**src/rtl/qspi_arb_pkg.sv**
```systemverilog
// Shared definitions for the quad-SPI bus arbiter: FSM encoding, requester
// indices and the values driven onto the pads when nobody owns the bus.
package qspi_arb_pkg;

   typedef enum logic [1:0] {
      ST_IDLE  = 2'd0,
      ST_GRANT = 2'd1,
      ST_GUARD = 2'd2
   } arb_state_e;

   localparam logic REQ_FLASH = 1'b0;
   localparam logic REQ_ML    = 1'b1;

   // Safe pad state: chip selects deasserted, clocks parked low, IO released.
   localparam logic       PAD_CSB_SAFE = 1'b1;
   localparam logic       PAD_CLK_SAFE = 1'b0;
   localparam logic [3:0] PAD_IO_SAFE  = 4'h0;
   localparam logic [3:0] PAD_OE_SAFE  = 4'h0;

   // One-hot grant vector for a requester index.
   function automatic logic [1:0] owner_onehot(input logic idx);
      return (idx == REQ_ML) ? 2'b10 : 2'b01;
   endfunction

endpackage

```
**src/rtl/qspi_pad_mux.sv**
```systemverilog
// Owner-to-pad steering. Only the current owner reaches the pads; the other
// pad and every pad outside a grant sit in the safe state.
module qspi_pad_mux
   import qspi_arb_pkg::*;
(
   input  logic       grant_i,
   input  logic       owner_i,
   input  logic [1:0] m_clk_i,
   input  logic [1:0] m_csb_i,
   input  logic [7:0] m_io_out_i,
   input  logic [7:0] m_io_oe_i,
   output logic       flash_clk_o,
   output logic       flash_csb_o,
   output logic       ml_clk_o,
   output logic       ml_csb_o,
   output logic [3:0] io_out_o,
   output logic [3:0] io_oe_o
);

   // Safe defaults first, then pass the owner's signals through during a grant.
   always_comb begin
      flash_clk_o = PAD_CLK_SAFE;
      flash_csb_o = PAD_CSB_SAFE;
      ml_clk_o    = PAD_CLK_SAFE;
      ml_csb_o    = PAD_CSB_SAFE;
      io_out_o    = PAD_IO_SAFE;
      io_oe_o     = PAD_OE_SAFE;
      if (grant_i) begin
         if (owner_i == REQ_FLASH) begin
            flash_clk_o = m_clk_i[0];
            flash_csb_o = m_csb_i[0];
            io_out_o    = m_io_out_i[3:0];
            io_oe_o     = m_io_oe_i[3:0];
         end else begin
            ml_clk_o    = m_clk_i[1];
            ml_csb_o    = m_csb_i[1];
            io_out_o    = m_io_out_i[7:4];
            io_oe_o     = m_io_oe_i[7:4];
         end
      end
   end

endmodule

```
**src/rtl/qspi_bus_arbiter.sv**
```systemverilog
// Two-requester arbiter for the shared quad-SPI IO bus (flash controller and
// accelerator host port) with guard gaps and a hold-time watchdog.
//
// Handshake: req_i[n] is a level request; gnt_o[n] rises one cycle after an
// unmasked request is seen in IDLE and stays high until req_i[n] is sampled
// low (or the watchdog fires). Dropping req_i releases the bus on the next
// edge; the requester must not drive the bus once gnt_o[n] is low.
module qspi_bus_arbiter
   import qspi_arb_pkg::*;
#(
   parameter int unsigned GUARD_CYCLES = 2,
   parameter int unsigned MAX_HOLD     = 4096,
   parameter int unsigned HOLD_W       = 13
) (
   input  logic       clk_i,
   input  logic       reset_i,
   input  logic [1:0] req_i,
   output logic [1:0] gnt_o,
   input  logic [1:0] m_clk_i,
   input  logic [1:0] m_csb_i,
   input  logic [7:0] m_io_out_i,
   input  logic [7:0] m_io_oe_i,
   input  logic [3:0] io_in_i,
   output logic [7:0] m_io_in_o,
   output logic       flash_clk_o,
   output logic       flash_csb_o,
   output logic       ml_clk_o,
   output logic       ml_csb_o,
   output logic [3:0] io_out_o,
   output logic [3:0] io_oe_o,
   output logic       busy_o,
   output logic       timeout_err_o,
   output logic       proto_err_o,
   output arb_state_e state_o
);

   localparam logic              WDOG_EN    = (MAX_HOLD != 0);
   localparam logic [HOLD_W-1:0] HOLD_LAST  = HOLD_W'(MAX_HOLD - 1);
   localparam logic [3:0]        GUARD_LAST = 4'(GUARD_CYCLES - 1);

   arb_state_e        state_q, state_d;
   logic              owner_q, owner_d;
   logic              rr_q, rr_d;
   logic [1:0]        mask_q, mask_d;
   logic [HOLD_W-1:0] hold_q, hold_d;
   logic [3:0]        guard_q, guard_d;
   logic              terr_q, terr_d;
   logic              perr_q, perr_d;
   logic [1:0]        elig;
   logic              winner;

   // Next-state logic: owner selection, release/watchdog exit, guard countdown.
   always_comb begin
      state_d = state_q;
      owner_d = owner_q;
      rr_d    = rr_q;
      mask_d  = mask_q & req_i;        // a low request clears its mask bit
      hold_d  = hold_q;
      guard_d = guard_q;
      terr_d  = 1'b0;
      perr_d  = 1'b0;
      elig    = req_i & ~mask_q;
      // Contention goes to the round-robin pointer; otherwise the lone requester.
      winner  = (elig == 2'b11) ? rr_q : elig[1];
      case (state_q)
         ST_IDLE: begin
            if (|elig) begin
               state_d = ST_GRANT;
               owner_d = winner;
               rr_d    = ~winner;      // the loser is preferred next time
               hold_d  = '0;
            end
         end
         ST_GRANT: begin
            hold_d = hold_q + HOLD_W'(1);
            if (!req_i[owner_q]) begin
               state_d = ST_GUARD;
               guard_d = '0;
               perr_d  = ~m_csb_i[owner_q];
            end else if (WDOG_EN && (hold_q == HOLD_LAST)) begin
               state_d         = ST_GUARD;
               guard_d         = '0;
               terr_d          = 1'b1;
               mask_d[owner_q] = 1'b1;
            end
         end
         ST_GUARD: begin
            if (guard_q == GUARD_LAST) begin
               state_d = ST_IDLE;
            end else begin
               guard_d = guard_q + 4'd1;
            end
         end
         default: state_d = ST_IDLE;
      endcase
   end

   // State, counters, pointer, mask and error pulses.
   always_ff @(posedge clk_i) begin
      if (reset_i) begin
         state_q <= ST_IDLE;
         owner_q <= REQ_FLASH;
         rr_q    <= REQ_FLASH;
         mask_q  <= 2'b00;
         hold_q  <= '0;
         guard_q <= '0;
         terr_q  <= 1'b0;
         perr_q  <= 1'b0;
      end else begin
         state_q <= state_d;
         owner_q <= owner_d;
         rr_q    <= rr_d;
         mask_q  <= mask_d;
         hold_q  <= hold_d;
         guard_q <= guard_d;
         terr_q  <= terr_d;
         perr_q  <= perr_d;
      end
   end

   assign gnt_o         = (state_q == ST_GRANT) ? owner_onehot(owner_q) : 2'b00;
   assign busy_o        = (state_q != ST_IDLE);
   assign timeout_err_o = terr_q;
   assign proto_err_o   = perr_q;
   assign state_o       = state_q;
   assign m_io_in_o     = {io_in_i, io_in_i};

   qspi_pad_mux u_pad_mux (
      .grant_i     (state_q == ST_GRANT),
      .owner_i     (owner_q),
      .m_clk_i     (m_clk_i),
      .m_csb_i     (m_csb_i),
      .m_io_out_i  (m_io_out_i),
      .m_io_oe_i   (m_io_oe_i),
      .flash_clk_o (flash_clk_o),
      .flash_csb_o (flash_csb_o),
      .ml_clk_o    (ml_clk_o),
      .ml_csb_o    (ml_csb_o),
      .io_out_o    (io_out_o),
      .io_oe_o     (io_oe_o)
   );

endmodule

```
**config.mk**
```make
export PLATFORM = sky130hd
export DESIGN_NAME = qspi_bus_arbiter
export DESIGN_NICKNAME = d
export VERILOG_FILES = /design/src/rtl/qspi_arb_pkg.sv /design/src/rtl/qspi_pad_mux.sv /design/src/rtl/qspi_bus_arbiter.sv
export SDC_FILE = /design/constraint.sdc
export NUM_CORES = 1
export LEC_CHECK = 0
export ABC_AREA = 0
export BUFFER_PORTS_ARGS = -buffer_cell sky130_fd_sc_hd__clkbuf_2
export CORE_ASPECT_RATIO = 0.6
export CORE_UTILIZATION = 48
export CTS_CLUSTER_SIZE = 24
export DETAILED_ROUTE_END_ITERATION = 10
export GPL_ROUTABILITY_DRIVEN = 0
export GPL_TIMING_DRIVEN = 1
export HOLD_SLACK_MARGIN = 0.06
export PLACE_DENSITY = 0.75
export SLEW_MARGIN = 25
export SYNTH_ARGS = -nofsm -noshare
export SYNTH_HDL_FRONTEND = slang
export SYNTH_SLANG_ARGS = --single-unit
```
**constraint.sdc**
```tcl
create_clock -name clk_i -period 2.55 [get_ports clk_i]
set_clock_uncertainty 0.2 [all_clocks]
set_input_delay 0.3825 -clock clk_i [delete_from_list [all_inputs] [get_ports clk_i]]
set_output_delay 0.3825 -clock clk_i [all_outputs]
set_load 0.01 [all_outputs]
```
==> flow_summary.json, run 1 <==
{
  "netlist_area_um2": 1450,
  "rsz0062_at_grt": "false",
  "grt_max_degree": 25,
  "cts_hold_buf": 0,
  "finalHoldViolations": 0,
  "start_util_pct": 50.5,
  "final_core_util_pct": 58.3,
  "netlist_instances": 178,
  "cp-end-kind": "output pin",
  "core-area_um2": 2870,
  "p_per_area_nw_per_um2": 499,
  "synth-main-ff-cell": "dfxtp_1",
  "ys.warnings.count": 0,
  "r2r_slack_ns": 0.52,
  "critPathMaxFanout": 12,
  "status": "finished clean",
  "slew_headroom_pct": 55.7,
  "cts-resized-gates": 0,
  "grt_pass1_vias": 1189,
  "crit_family": "simple AND/OR/NAND/NOR gates",
  "r2r_end": "guard_q[1]",
  "nFillCells": 256,
  "rows": 15,
  "drtIter0Drc": 127,
  "synth_edf_count": 0,
  "critical-path-max-stage-delay_ns": 0.48,
  "holdPathEnd": "mask_q[1]",
  "hp-class": "in2reg",
  "grt_usage_pct": 22.4,
  "cts_made_buffers": 3,
  "route.detailed.drc": 0,
  "hpwl_mm": 2.68,
  "fin_crit_sh_pct": 86.7,
  "power_mw": 0.834,
  "drv_cap": 0,
  "min_from": "req_i[1]",
  "pin_count": 55,
  "r2r_start": "guard_q[0]",
  "first_pass_iters": 5,
  "required_ns": 1.97,
  "peakVddDrop_mv": 0.280,
  "slowest_stage": "dfxtp_1",
  "power.leakage_nw": 0.668,
  "drive_above_1_share_pct": 25.4,
  "wire_per_inst_um": 14.5,
  "insertedDiodeCount": 0,
  "grt_antenna_before_repair": 0,
  "syn_area_per_cell_um2": 8.15,
  "mostFrequentLayoutCell": "clkbuf_2",
  "post_cts_buffers": 0,
  "critPathKind": "reg2out",
  "final_antenna_net_count": 0,
  "yosysSeqAreaShare_pct": 34.5,
  "ys_seq_elements": 25,
  "vias": 1493,
  "cp.arrival_ns": 1.63,
  "die_h_um": 44.6,
  "cts_tree": "built",
  "h-tree-depth": 1,
  "tightest_slew_ns": 0.663,
  "whs_ns": 0.180,
  "grt_first_pass_wirelength_mm": 5.45,
  "min_path_cells": 2,
  "synth.net_count": 209,
  "detailed_place.area_um2": 1630,
  "avgViaCountPerCell": 5.95,
  "port_buffers": 42,
  "fin_crit_ns": 2.21,
  "final_area_um2": 1670,
  "slew_viol_final": 0,
  "setup_tns_ns": 0,
  "routed_wl_mm": 3.63,
  "fin_nets": 241,
  "clock_latency_ns": 0.28,
  "rr_worst_depth": 5,
  "cts_root_buffer": "clkbuf_8",
  "max_freq_mhz": 452,
  "overflow": 0,
  "ys_async_sr_fraction_pct": 0,
  "clock_sinks": 25,
  "cts_buffer_depth": 2,
  "synth_cell_types": 43,
  "path_clk_slew_ns": 0.09,
  "path_buf_inv": 1,
  "area_growth_pct": 15.4,
  "setup_viol": 0,
  "die_w_um": 73.0,
  "die_area_um2": 3250,
  "start_kind": "flip-flop",
  "cp_cell_sequence": "and2b_1, and2_1, nand2b_1, clkbuf_2",
  "layout_common_cells": "42 x clkbuf_2, 25 x dfxtp_1, 19 x nor2_1, 15 x a21oi_1, 11 x nand2_1"
}
power by group:
group / switching (mW) / internal, mW
logic: 0.104 / 0.0691
clock network: 0.128 / 0.110
registers: 0.0213 / 0.402
synth_stat cells, types with 4 or more instances:
cell type | count | area share [%]
inv_1 | 5 | 1.3
a21oi_1 | 15 | 5.2
nor2_1 | 19 | 4.9
a311oi_1 | 5 | 3.0
or3_1 | 4 | 1.7
clkbuf_1 | 5 | 1.3
nand2_1 | 11 | 2.8
dfxtp_1 | 25 | 35
nand3_1 | 9 | 3.1
mux2i_1 | 10 | 6.9
buf_4 | 8 | 4.1
o21ai_0 | 5 | 1.7
nor3_1 | 4 | 1.4
cell type report:
type	instances	area [um^2]	area share [%]
tap	42	52.6	3.14
inverter	5	18.8	1.12
clock buffer	3	41.3	2.47
timing repair buffer	43	218	13.0
sequential	25	500	29.9
multi-input combinational	132	837	50.0
clock inverter	1	5.00	0.299
cell families (layout without fill, tap and decap cells):
logic type	count (synthesis)	in the layout	share of synthesized area (%)
DFF	25	25	34.5
AOI/OAI and AO/OA	40	40	17.9
muxes	11	11	7.68
buffers and inverters	21	52	7.77
adders and majority gates	3	3	2.59
xor gates and xnor gates	1	1	0.604
and+or+nand+nor	77	77	29.0
worst max path at each step:
stage / from / end / slack (ns) / cells after the start
finish: state_o[0] / ml_csb_o / 0.34 / 4
global route: state_o[0] / ml_csb_o / 0.22 / 4
CTS: state_o[0] / ml_csb_o / 0.34 / 4
detailed placement: guard_q[0] / guard_q[1] / 0.53 / 5
global placement: guard_q[0] / guard_q[1] / 0.62 / 5
floorplan: state_o[0] / flash_clk_o / 0.75 / 4
routing by layer:
metal / global-route usage, % / up-vias / wire length, um
met5: 0 / - / 0
met4: 7.06 / 0 / 38
met2: 34.2 / 76 / 1630
met3: 6.38 / 7 / 352
met1: 30.8 / 703 / 1600
li1: - / 707 / -
per-stage QoR:
stage / worst slack [ns] / cells
global placement: 0.625 / 247
global route: 0.223 / 251
CTS: 0.339 / 251
detailed placement: 0.534 / 247
finish: 0.338 / 251
floorplan: 0.748 / 178
sequential cells by signal, summed over array words and instances (netlist names):
signal and flops:
state_o 2, rr_q 1, hold_q 13, mask_q 2, proto_err_o 1, timeout_err_o 1
guard_q 4, owner_q 1
No activity file was read; power rests on OpenSTA's default activity.
==> run 2, diff against run 1 <==
- PLACE_DENSITY: 0.75 -> unset
- PLACE_DENSITY_LB_ADDON: unset -> 0.2
==> run 2 against run 1 <==
Worst setup slack got worse by 0.0083 ns. Final cell count did not move. Sequential power barely moved. Clock power fell by 3%. Critical path depth did not move. Core utilization barely moved. Sequential cell count did not move. Maximum frequency fell by 0.37%. Count of clock-buffer cells in the layout rose by 1. Critical path type unchanged.
==> flow_summary.json, run 2 (synthesized netlist as in run 1, its figures left out) <==
{
  "wire_per_inst_um": 15.0,
  "tightest_slew_ns": 0.674,
  "pin_count": 55,
  "pre_cts_slack_ns": 0.569,
  "h-tree-depth": 1,
  "path_buf_inv": 1,
  "met3_usage_pct": 5.01,
  "port_buffers": 42,
  "r2r_slack_ns": 0.53,
  "cp-end-kind": "output pin",
  "cts_root_buffer": "clkbuf_8",
  "cts-resized-gates": 0,
  "reg.largest.list": "hold_q: 13 flops, guard_q: 4 flops",
  "crit_family": "simple AND/OR/NAND/NOR gates",
  "p_switching_mw": 0.247,
  "max_freq_mhz": 450,
  "slew_headroom_pct": 55.0,
  "clock_latency_ns": 0.27,
  "finalHoldViolations": 0,
  "layout_common_cells": "42 x clkbuf_2, 25 x dfxtp_1, 19 x nor2_1, 15 x a21oi_1, 11 x nand2_1",
  "largest_reg_flops": 13,
  "power.leakage_nw": 0.665,
  "critical-path-max-stage-delay_ns": 0.46,
  "core-area_um2": 2870,
  "insertedDiodeCount": 0,
  "detailed_place.area_um2": 1630,
  "cts_buffer_depth": 2,
  "final_cells": 251,
  "grt_max_degree": 25,
  "die_w_um": 73.0,
  "p_comb_share_pct": 21.2,
  "dp_cells": 247,
  "nFillCells": 279,
  "area_growth_pct": 15.3,
  "busiest_layer": "met2",
  "swShare_pct": 29.8,
  "power_mw": 0.830,
  "hp-class": "in2reg",
  "hpwl_mm": 2.83,
  "path_clk_slew_ns": 0.08,
  "mostFrequentLayoutCell": "clkbuf_2",
  "slew_viol_final": 0,
  "groute.layer.met2.usage_pct": 42.6,
  "fin_crit_ns": 2.22,
  "post_cts_buffers": 0,
  "drive_above_1_share_pct": 24.9,
  "critPathKind": "reg2out",
  "final_antenna_net_count": 0,
  "fin_nets": 241,
  "start_util_pct": 50.5,
  "cts_made_buffers": 3,
  "peakVddDrop_mv": 0.267,
  "final_area_um2": 1670,
  "p_per_area_nw_per_um2": 497,
  "first_pass_iters": 5,
  "power_frac_seq_pct": 51.0,
  "power_frac_clock_pct": 27.8,
  "setup_tns_ns": 0,
  "vias": 1479,
  "top_register": "hold_q",
  "drv_cap": 0,
  "cp_cell_sequence": "nand2b_2, nor2_1, and2_1, clkbuf_2",
  "routed_wl_mm": 3.76,
  "grt_usage_pct": 24.1,
  "setup_viol": 0,
  "rows": 15,
  "final_core_util_pct": 58.2,
  "start_kind": "flip-flop",
  "grt_antenna_before_repair": 0,
  "die_area_um2": 3250,
  "p_int_mw": 0.583,
  "status": "finished clean",
  "grtUsageMet1_pct": 29.8,
  "clock_sinks": 25,
  "grt_first_pass_wirelength_mm": 5.86,
  "slowest_stage": "dfxtp_1",
  "drtIter0Drc": 110,
  "grt_pass1_vias": 1275,
  "cts_tree": "built",
  "rsz0062_at_grt": "false",
  "critPathMaxFanout": 23,
  "worst_slack_ns": 0.330,
  "route.detailed.drc": 0,
  "cp.arrival_ns": 1.64,
  "overflow": 0,
  "required_ns": 1.97,
  "cts_hold_buf": 0,
  "die_h_um": 44.6,
  "avgViaCountPerCell": 5.89,
  "fin_crit_sh_pct": 87.1,
  "whs_ns": 0.195
}
==> run 2: layer usage <==
metal  routed length (um)  share of wire [%]
met1                 1660                 44
met2                 1790                 48
met3                  257                6.8
met4                   59                1.6
met5                    0                  0
==> run 2: path summary, 6_finish.rpt <==
path / from / end / cells after the start
max: state_o[1] / flash_clk_o / 4
min: req_i[1] / mask_q[1] / 2
max reg2reg: state_o[0] / hold_q[11] / 4
min reg2reg: rr_q / rr_q / 1
==> run 2: layout make-up <==
type	count	area [um^2]	area share [%]
inverters	5	18.8	1.12
multi-input cells	132	837	50.1
repair buffers	43	218	13.0
flip-flops and latches	25	500	29.9
clock buffers	4	45.0	2.69
well taps	42	52.6	3.14
==> run 2: power groups by stage <==
| stage | registers (mW) | logic (mW) | clock network, mW |
|---|---|---|---|
| floorplan | 0.423 | 0.125 | 0 |
| global placement | 0.430 | 0.168 | 0 |
| detailed placement | 0.432 | 0.174 | 0 |
| CTS | 0.422 | 0.175 | 0.243 |
| global route | 0.426 | 0.193 | 0.258 |
| finish | 0.423 | 0.176 | 0.231 |
